===== config.mk =====
export PLATFORM = sky130hd
export DESIGN_NAME = cmd_framer_flat
export DESIGN_NICKNAME = d
export VERILOG_FILES = /design/src/rtl/gfx_pkg.sv /design/src/rtl/cmd_framer_if.sv /design/src/rtl/word_fifo.sv /design/src/rtl/cmd_framer.sv /design/src/flat_wrapper.sv
export SDC_FILE = /design/constraint.sdc
export NUM_CORES = 1
export LEC_CHECK = 0
export CELL_PAD_IN_SITES_DETAIL_PLACEMENT = 2
export CELL_PAD_IN_SITES_GLOBAL_PLACEMENT = 2
export CORE_AREA = 2 2 74 146
export CTS_BUF_LIST = sky130_fd_sc_hd__clkbuf_8
export DETAILED_ROUTE_END_ITERATION = 10
export DIE_AREA = 0 0 76 148
export PLACE_DENSITY = 0.87
export SLEW_MARGIN = 0
export SYNTH_ARGS = -nofsm -noshare
export SYNTH_HDL_FRONTEND = slang
export SYNTH_HIERARCHICAL = 1
export SYNTH_SLANG_ARGS = --single-unit

===== constraint.sdc =====
create_clock -name clk -period 3.4 [get_ports clk]
set_clock_uncertainty 0.1 [all_clocks]
set_input_delay 0.68 -clock clk [delete_from_list [all_inputs] [get_ports clk]]
set_output_delay 0.68 -clock clk [all_outputs]
set_load 0.05 [all_outputs]

===== src/rtl/gfx_pkg.sv =====
// Shared definitions for the graphics command path: engine codes, idle command
// value and the byte-framer state encoding.
package gfx_pkg;
  localparam int         NUM_ENGINES = 5;
  localparam logic [7:0] IDLE_CMD    = 8'hFF;

  typedef enum logic [7:0] {
    CMD_TEST_PAT = 8'd0,
    CMD_FILL     = 8'd1,
    CMD_LINE     = 8'd2,
    CMD_BLIT     = 8'd3,
    CMD_SCROLL   = 8'd4
  } engine_cmd_t;

  typedef enum logic [2:0] {
    ST_IDLE,
    ST_LEN,
    ST_HI,
    ST_LO,
    ST_DISCARD
  } framer_state_t;
endpackage


===== src/rtl/cmd_framer_if.sv =====
// Byte-in / word-out handshake bundle of the command framer.
interface cmd_framer_if;
  logic [7:0]  rx_byte;
  logic        rx_valid;
  logic        rx_stop;
  logic [15:0] out_data;
  logic        out_valid;
  logic        out_rtr;

  modport master (output rx_byte, rx_valid, rx_stop, out_rtr,
                  input  out_data, out_valid);
  modport slave  (input  rx_byte, rx_valid, rx_stop, out_rtr,
                  output out_data, out_valid);
endinterface


===== src/rtl/word_fifo.sv =====
// Small synchronous FIFO; extra pointer MSB separates full from empty.
module word_fifo #(
  parameter int WIDTH = 16,
  parameter int DEPTH = 4
) (
  input  logic             clk,
  input  logic             rst_,
  input  logic             push,
  input  logic [WIDTH-1:0] din,
  input  logic             pop,
  output logic [WIDTH-1:0] dout,
  output logic             empty,
  output logic             full
);
  localparam int AW = $clog2(DEPTH);
  localparam logic [AW:0] PTR_ONE = {{AW{1'b0}}, 1'b1};

  logic [WIDTH-1:0] mem [DEPTH];
  logic [AW:0]      wr_ptr, rd_ptr;
  logic             do_push, do_pop;

  assign empty   = (wr_ptr == rd_ptr);
  assign full    = (wr_ptr[AW] != rd_ptr[AW]) && (wr_ptr[AW-1:0] == rd_ptr[AW-1:0]);
  assign do_pop  = pop && !empty;
  // A simultaneous pop frees the head slot, so a push on full still lands.
  assign do_push = push && (!full || do_pop);
  assign dout    = empty ? '0 : mem[rd_ptr[AW-1:0]];

  always_ff @(posedge clk or posedge rst_) begin
    if (rst_) begin
      wr_ptr <= '0;
      rd_ptr <= '0;
    end else begin
      if (do_push) wr_ptr <= wr_ptr + PTR_ONE;
      if (do_pop)  rd_ptr <= rd_ptr + PTR_ONE;
    end
  end

  always_ff @(posedge clk) begin
    if (do_push) mem[wr_ptr[AW-1:0]] <= din;
  end
endmodule


===== src/rtl/cmd_framer.sv =====
// Frames the I2C byte stream into command / length / big-endian word packets
// and queues the words for the downstream engine.
module cmd_framer #(
  parameter int         FIFO_DEPTH  = 4,
  parameter int         NUM_ENGINES = gfx_pkg::NUM_ENGINES,
  parameter logic [7:0] IDLE_CMD    = gfx_pkg::IDLE_CMD
) (
  input  logic         clk,
  input  logic         rst_,
  cmd_framer_if.slave  bus,
  output logic [7:0]   cmd,
  output logic         pkt_done,
  output logic         err,
  output logic         overflow
);
  import gfx_pkg::*;

  localparam logic [7:0] NUM_ENG_B = 8'(NUM_ENGINES);

  framer_state_t state;
  logic [7:0]    cnt;
  logic [7:0]    hi;
  logic          push, pop, fifo_empty, fifo_full;
  logic [15:0]   din;

  assign push          = (state == ST_LO) && bus.rx_valid;
  assign din           = {hi, bus.rx_byte};
  assign pop           = bus.out_valid && bus.out_rtr;
  assign bus.out_valid = !fifo_empty;

  word_fifo #(.WIDTH(16), .DEPTH(FIFO_DEPTH)) u_fifo (
    .clk   (clk),
    .rst_  (rst_),
    .push  (push),
    .din   (din),
    .pop   (pop),
    .dout  (bus.out_data),
    .empty (fifo_empty),
    .full  (fifo_full)
  );

  // A byte and a STOP in the same cycle: the byte is applied first, then the
  // STOP is judged against the state that byte leads to.
  always_ff @(posedge clk or posedge rst_) begin
    if (rst_) begin
      state    <= ST_IDLE;
      cmd      <= IDLE_CMD;
      pkt_done <= 1'b0;
      err      <= 1'b0;
    end else begin
      pkt_done <= 1'b0;
      err      <= 1'b0;
      unique case (state)
        ST_IDLE: begin
          if (bus.rx_valid) begin
            if (bus.rx_byte < NUM_ENG_B) begin
              if (bus.rx_stop) err <= 1'b1;
              else begin
                cmd   <= bus.rx_byte;
                state <= ST_LEN;
              end
            end else begin
              err   <= 1'b1;
              state <= bus.rx_stop ? ST_IDLE : ST_DISCARD;
            end
          end
        end
        ST_LEN: begin
          if (bus.rx_valid && bus.rx_byte == 8'd0) begin
            pkt_done <= 1'b1;
            cmd      <= IDLE_CMD;
            state    <= ST_IDLE;
          end else if (bus.rx_stop) begin
            err   <= 1'b1;
            cmd   <= IDLE_CMD;
            state <= ST_IDLE;
          end else if (bus.rx_valid) begin
            state <= ST_HI;
          end
        end
        ST_HI: begin
          if (bus.rx_stop) begin
            err   <= 1'b1;
            cmd   <= IDLE_CMD;
            state <= ST_IDLE;
          end else if (bus.rx_valid) begin
            state <= ST_LO;
          end
        end
        ST_LO: begin
          if (bus.rx_valid && cnt == 8'd1) begin
            pkt_done <= 1'b1;
            cmd      <= IDLE_CMD;
            state    <= ST_IDLE;
          end else if (bus.rx_stop) begin
            err   <= 1'b1;
            cmd   <= IDLE_CMD;
            state <= ST_IDLE;
          end else if (bus.rx_valid) begin
            state <= ST_HI;
          end
        end
        ST_DISCARD: begin
          if (bus.rx_stop) state <= ST_IDLE;
        end
        default: state <= ST_IDLE;
      endcase
    end
  end

  always_ff @(posedge clk) begin
    if (state == ST_LEN && bus.rx_valid) cnt <= bus.rx_byte;
    if (state == ST_HI && bus.rx_valid)  hi  <= bus.rx_byte;
    if (push)                            cnt <= cnt - 8'd1;
  end

  always_ff @(posedge clk or posedge rst_) begin
    if (rst_)                           overflow <= 1'b0;
    else if (push && fifo_full && !pop) overflow <= 1'b1;
  end
endmodule


===== src/flat_wrapper.sv =====
// flat-port wrapper written by rule: the top's interface ports become plain ports
module cmd_framer_flat import gfx_pkg::*;
#(
  parameter int         FIFO_DEPTH  = 4,
  parameter int         NUM_ENGINES = gfx_pkg::NUM_ENGINES,
  parameter logic [7:0] IDLE_CMD    = gfx_pkg::IDLE_CMD
)
  (clk, rst_, cmd, pkt_done, err, overflow, bus_rx_byte, bus_rx_valid, bus_rx_stop, bus_out_rtr, bus_out_data, bus_out_valid);
  cmd_framer_if bus_i ();
  input  logic clk;
  input  logic rst_;
  output logic [7:0] cmd;
  output logic pkt_done;
  output logic err;
  output logic overflow;
  input wire logic [$bits(bus_i.rx_byte)-1:0] bus_rx_byte;
  input wire logic [$bits(bus_i.rx_valid)-1:0] bus_rx_valid;
  input wire logic [$bits(bus_i.rx_stop)-1:0] bus_rx_stop;
  input wire logic [$bits(bus_i.out_rtr)-1:0] bus_out_rtr;
  output wire logic [$bits(bus_i.out_data)-1:0] bus_out_data;
  output wire logic [$bits(bus_i.out_valid)-1:0] bus_out_valid;
  assign bus_i.rx_byte = bus_rx_byte;
  assign bus_i.rx_valid = bus_rx_valid;
  assign bus_i.rx_stop = bus_rx_stop;
  assign bus_i.out_rtr = bus_out_rtr;
  assign bus_out_data = bus_i.out_data;
  assign bus_out_valid = bus_i.out_valid;
  cmd_framer #(.FIFO_DEPTH(FIFO_DEPTH), .NUM_ENGINES(NUM_ENGINES), .IDLE_CMD(IDLE_CMD)) u_core (.clk(clk), .rst_(rst_), .bus(bus_i), .cmd(cmd), .pkt_done(pkt_done), .err(err), .overflow(overflow));
endmodule

==> summary.md <==
| Metric | Value |
|---|---|
| Post-synth top area share | `approximately 55%` |
| Slew HR | `a little under a third` |
| Leak | `1.83 nW` |
| Largest net degree at the start of global routing | `19` |
| Ys flop type | `edfxtp_1` |
| Worst R2R Path Depth | `7` |
| TritonCTS clock tree | `built` |
| Final TNS setup | `0 ns` |
| Hold crit path type | `reg2reg` |
| Post-DP HPWL | `between 7 and 8 mm` |
| Post-CTS Repair Setup Buffers | `0` |
| Post-route cell area | `about 0.0052 mm²` |
| Htree depth | `3` |
| Register area share after synthesis | `66.9%` |
| Final antenna diode count | `0` |
| CTS sink count | `100` |
| CTS resizes | `0` |
| Io pins | `41` |
| Initial DRC Count | `~130` |
| Cell Int Power | `just under 2 mW` |
| Critical Path RT | `around 3.6 ns` |
| Post-CTS Hold Buffers | `0` |
| Vias per cell | `around 5.6` |
| Synthesized area | `0.00436 mm²` |
| Combinational power share | `~6.7%` |
| Routed len/inst | `around 25 µm` |
| Routed Antenna Nets | `0` |
| Initial antenna violation count | `0` |
| Drt pass-1 iters | `4` |
| Hold_sp | `u_core/hi[3]$_DFFE_PP_` |
| Placement Cell Area | `roughly 0.005 mm²` |
| DRC viols | `0` |
| P_sw | `540 µW` |
| F_max | `roughly 340 MHz` |
| Switch share | `roughly 22%` |
| Worst slack, placed | `between 0.2 and 0.25 ns` |
| Core footprint | `slightly above 0.01 mm²` |
| Syn nets | `between 200 and 300` |
| P per Cell Area | `between 400 and 500 mW/mm²` |
| Startpoint types | `input pin` |
| Die Area | `0.0112 mm²` |
| R2R Setup Slk | `0.80 ns` |
| Worst slew pin tran | `approximately 1 ns` |
| Worst r2r src | `u_core/u_fifo/wr_ptr[1]$_DFFE_PP0P_` |
| Global route overflow | `0` |
| Die height | `148 µm` |
| Unrepaired setup endpoints after global routing | `no` |
| Clock buffer depth | `2` |
| Crit-path max FO | `9` |
| Global Route Usage Sum | `roughly a fifth` |
| Site row count | `52` |
| Die width | `76 µm` |
| Via count | `approximately 2,500` |
| Final Hold Fails | `0` |
| Yosys Warn Count | `6` |
| Clock transition at path regs | `approximately 0.09 ns` |
| Tcrit/Tclk final | `about 90%` |
| Crit. Startpoint | `bus_rx_byte[1]` |
| Worst Hold End | `u_core/u_fifo/mem[3][11]$_DFFE_PP_` |
| Flop pwr share | `a little over half` |
| CTS Root Cell | `clkbuf_8` |
| WHS Path Cells | `0` |
| Layout cells sized above 1 | `about a quarter` |
| Leading area contributor after synthesis | `edfxtp_1` |
| CTS Buf Count | `9` |
| Final worst slack | `approximately 0.42 ns` |
| Critical path endpoint category | `flop` |
| Fin crit period | `roughly 3 ns` |
| Peak VDD IR | `0.000303 V` |
| Status | `finished clean` |
| Register area | `0.00291 mm²` |
| First-pass GRT wire length | `17.3 mm` |
| Synthesized flop and latch total | `100` |
| # setup viols final | `0` |
| WS Path Type | `in2reg` |
| Mean cell area of the mapped netlist | `around 17 µm²` |
| Ys async rst share | `20.0%` |
| Total Wirelength | `~11 mm` |
| R2R Path End | `u_core/u_fifo/mem[0][12]$_DFFE_PP_` |
| Post-synth EDFFs | `80` |
| Max-cap violation count | `0` |
| Synth cell types | `49` |
| Starting density of the core | `43.2%` |
| # nets final | `335` |
| Area of the multi-input gates | `~0.0013 mm²` |
| Clk pwr share | `between 30% and 40%` |
| Number of global-route vias before repair | `~2,800` |
| Worst-Skew Late Latency | `~0.37 ns` |
| Hold_ws | `0.429 ns` |
| Max-slew violations | `0` |
| Finished Core Util | `around 50%` |
| CP arrival | `3.17 ns` |
| Gp weighted congestion | `a little over 0.8` |
| Fillers | `a little over 900` |
| Area grow syn2layout | `18.6%` |
| Input/output buffers | `40` |
| Cells after Synth | `between 200 and 300` |
| Area contributors post-synth | `edfxtp_1 (55%), dfrtp_1 (6.9%), mux4_2 (6.2%)` |
## per-layer routing
metal  global-route usage [%]  up-vias  wire length (µm)
li1                         -     1112                 -
met1                     22.4     1342              4150
met2                     40.3       66              6390
met3                     3.36       20               240
met4                     10.0        0               401
met5                        0        -                 0
## cell families after synthesis
kind of cell               after synthesis  share of synthesized area, %
buffers and inverters                   21                          2.50
AOI/OAI and AO/OA                       33                          5.98
DFF                                    100                          66.9
xor gates and xnor gates                13                          3.48
muxes                                   18                          9.14
adders and majority gates                7                          2.01
and+or+nand+nor                         70                          10.0
## layout make-up
type | count | share of cell area, %
sequential | 100 | 56.4
clock buffer | 9 | 2.40
inverter | 12 | 0.897
tap | 135 | 3.27
multi-input combinational | 141 | 25.8
timing repair buffer | 51 | 8.53
clock inverter | 7 | 2.67
## worst max-delay path, stage by stage
cell and delay, ns:
clkdlybuf4s50_1 0.62, nor4_1 0.77, nand4b_1 0.38, a311o_1 0.53, a2bb2oi_1 0.18
## sequential cells by signal (all words and copies together) (netlist names), 3 cells and up
register and cells:
u_core/cmd 8, u_core/cnt 8, u_core/hi 8, u_core/state 3
u_core/u_fifo/mem 64, u_core/u_fifo/rd_ptr 3, u_core/u_fifo/wr_ptr 3
## cell usage after synthesis, types with 3 or more instances
cell type  count
xnor2_1        7
buf_6          3
edfxtp_1      80
a2bb2oi_1      3
nand4_1        3
dfrtp_1       12
xor2_1         4
nor2_1         7
mux4_2        12
o21a_1         5
nor3_1         4
nand2_1       14
o21ai_1        7
a21oi_1        5
ha_1           7
dfstp_2        8
nor2b_1       17
nor4_1         4
mux4_1         4
inv_1         11
nand3_1        4
and3_1         4
clkbuf_1       3
## worst max path at each step
stage | end | slack [ns] | depth (start not counted)
final | u_core/cmd[0]$_DFFE_PP1P_ | 0.42 | 5
after global routing | bus_out_data[6] | 0.32 | 4
after CTS | bus_out_data[6] | 0.41 | 4
after detailed placement | u_core/cmd[1]$_DFFE_PP1P_ | 0.22 | 5
after global placement | u_core/cmd[2]$_DFFE_PP1P_ | 0.23 | 5
after floorplan | u_core/u_fifo/mem[0][0]$_DFFE_PP_ | 0.69 | 7
## through the flow
stage	cells	power (mW)
finish	455	2.50
global route	455	2.58
CTS	455	2.53
detailed placement	439	1.55
global placement	439	1.54
floorplan	262	1.48
## power groups by stage
| stage | combinational, mW | sequential, mW | clock, mW |
|---|---|---|---|
| after global routing | 0.176 | 1.36 | 1.04 |
| after detailed placement | 0.168 | 1.38 | 0 |
| after floorplan | 0.0354 | 1.44 | 0 |
| final | 0.168 | 1.36 | 0.980 |
| after CTS | 0.169 | 1.36 | 1.01 |
| after global placement | 0.163 | 1.38 | 0 |
## cell usage in the layout (no fill, tap or decap), drive strengths merged, types with 2 or more instances in the layout
master          n
o31ai           3
nand3           6
bufinv          4
a2bb2oi         3
nand2b          2
dfstp           8
mux4           16
or4             2
ha              7
clkbuf          9
clkinv          2
nor3            5
o21a            5
nand4           3
nand2          14
o21ai           9
buf            28
edfxtp         80
a21oi           5
nor2b          17
nor4            5
inv            13
dfrtp          12
xnor2           7
o41ai           2
clkdlybuf4s50  23
and3            4
mux2            2
xor2            6
nor2            7
nor3b           2
Note: power is estimated with default switching activity, not from simulation.
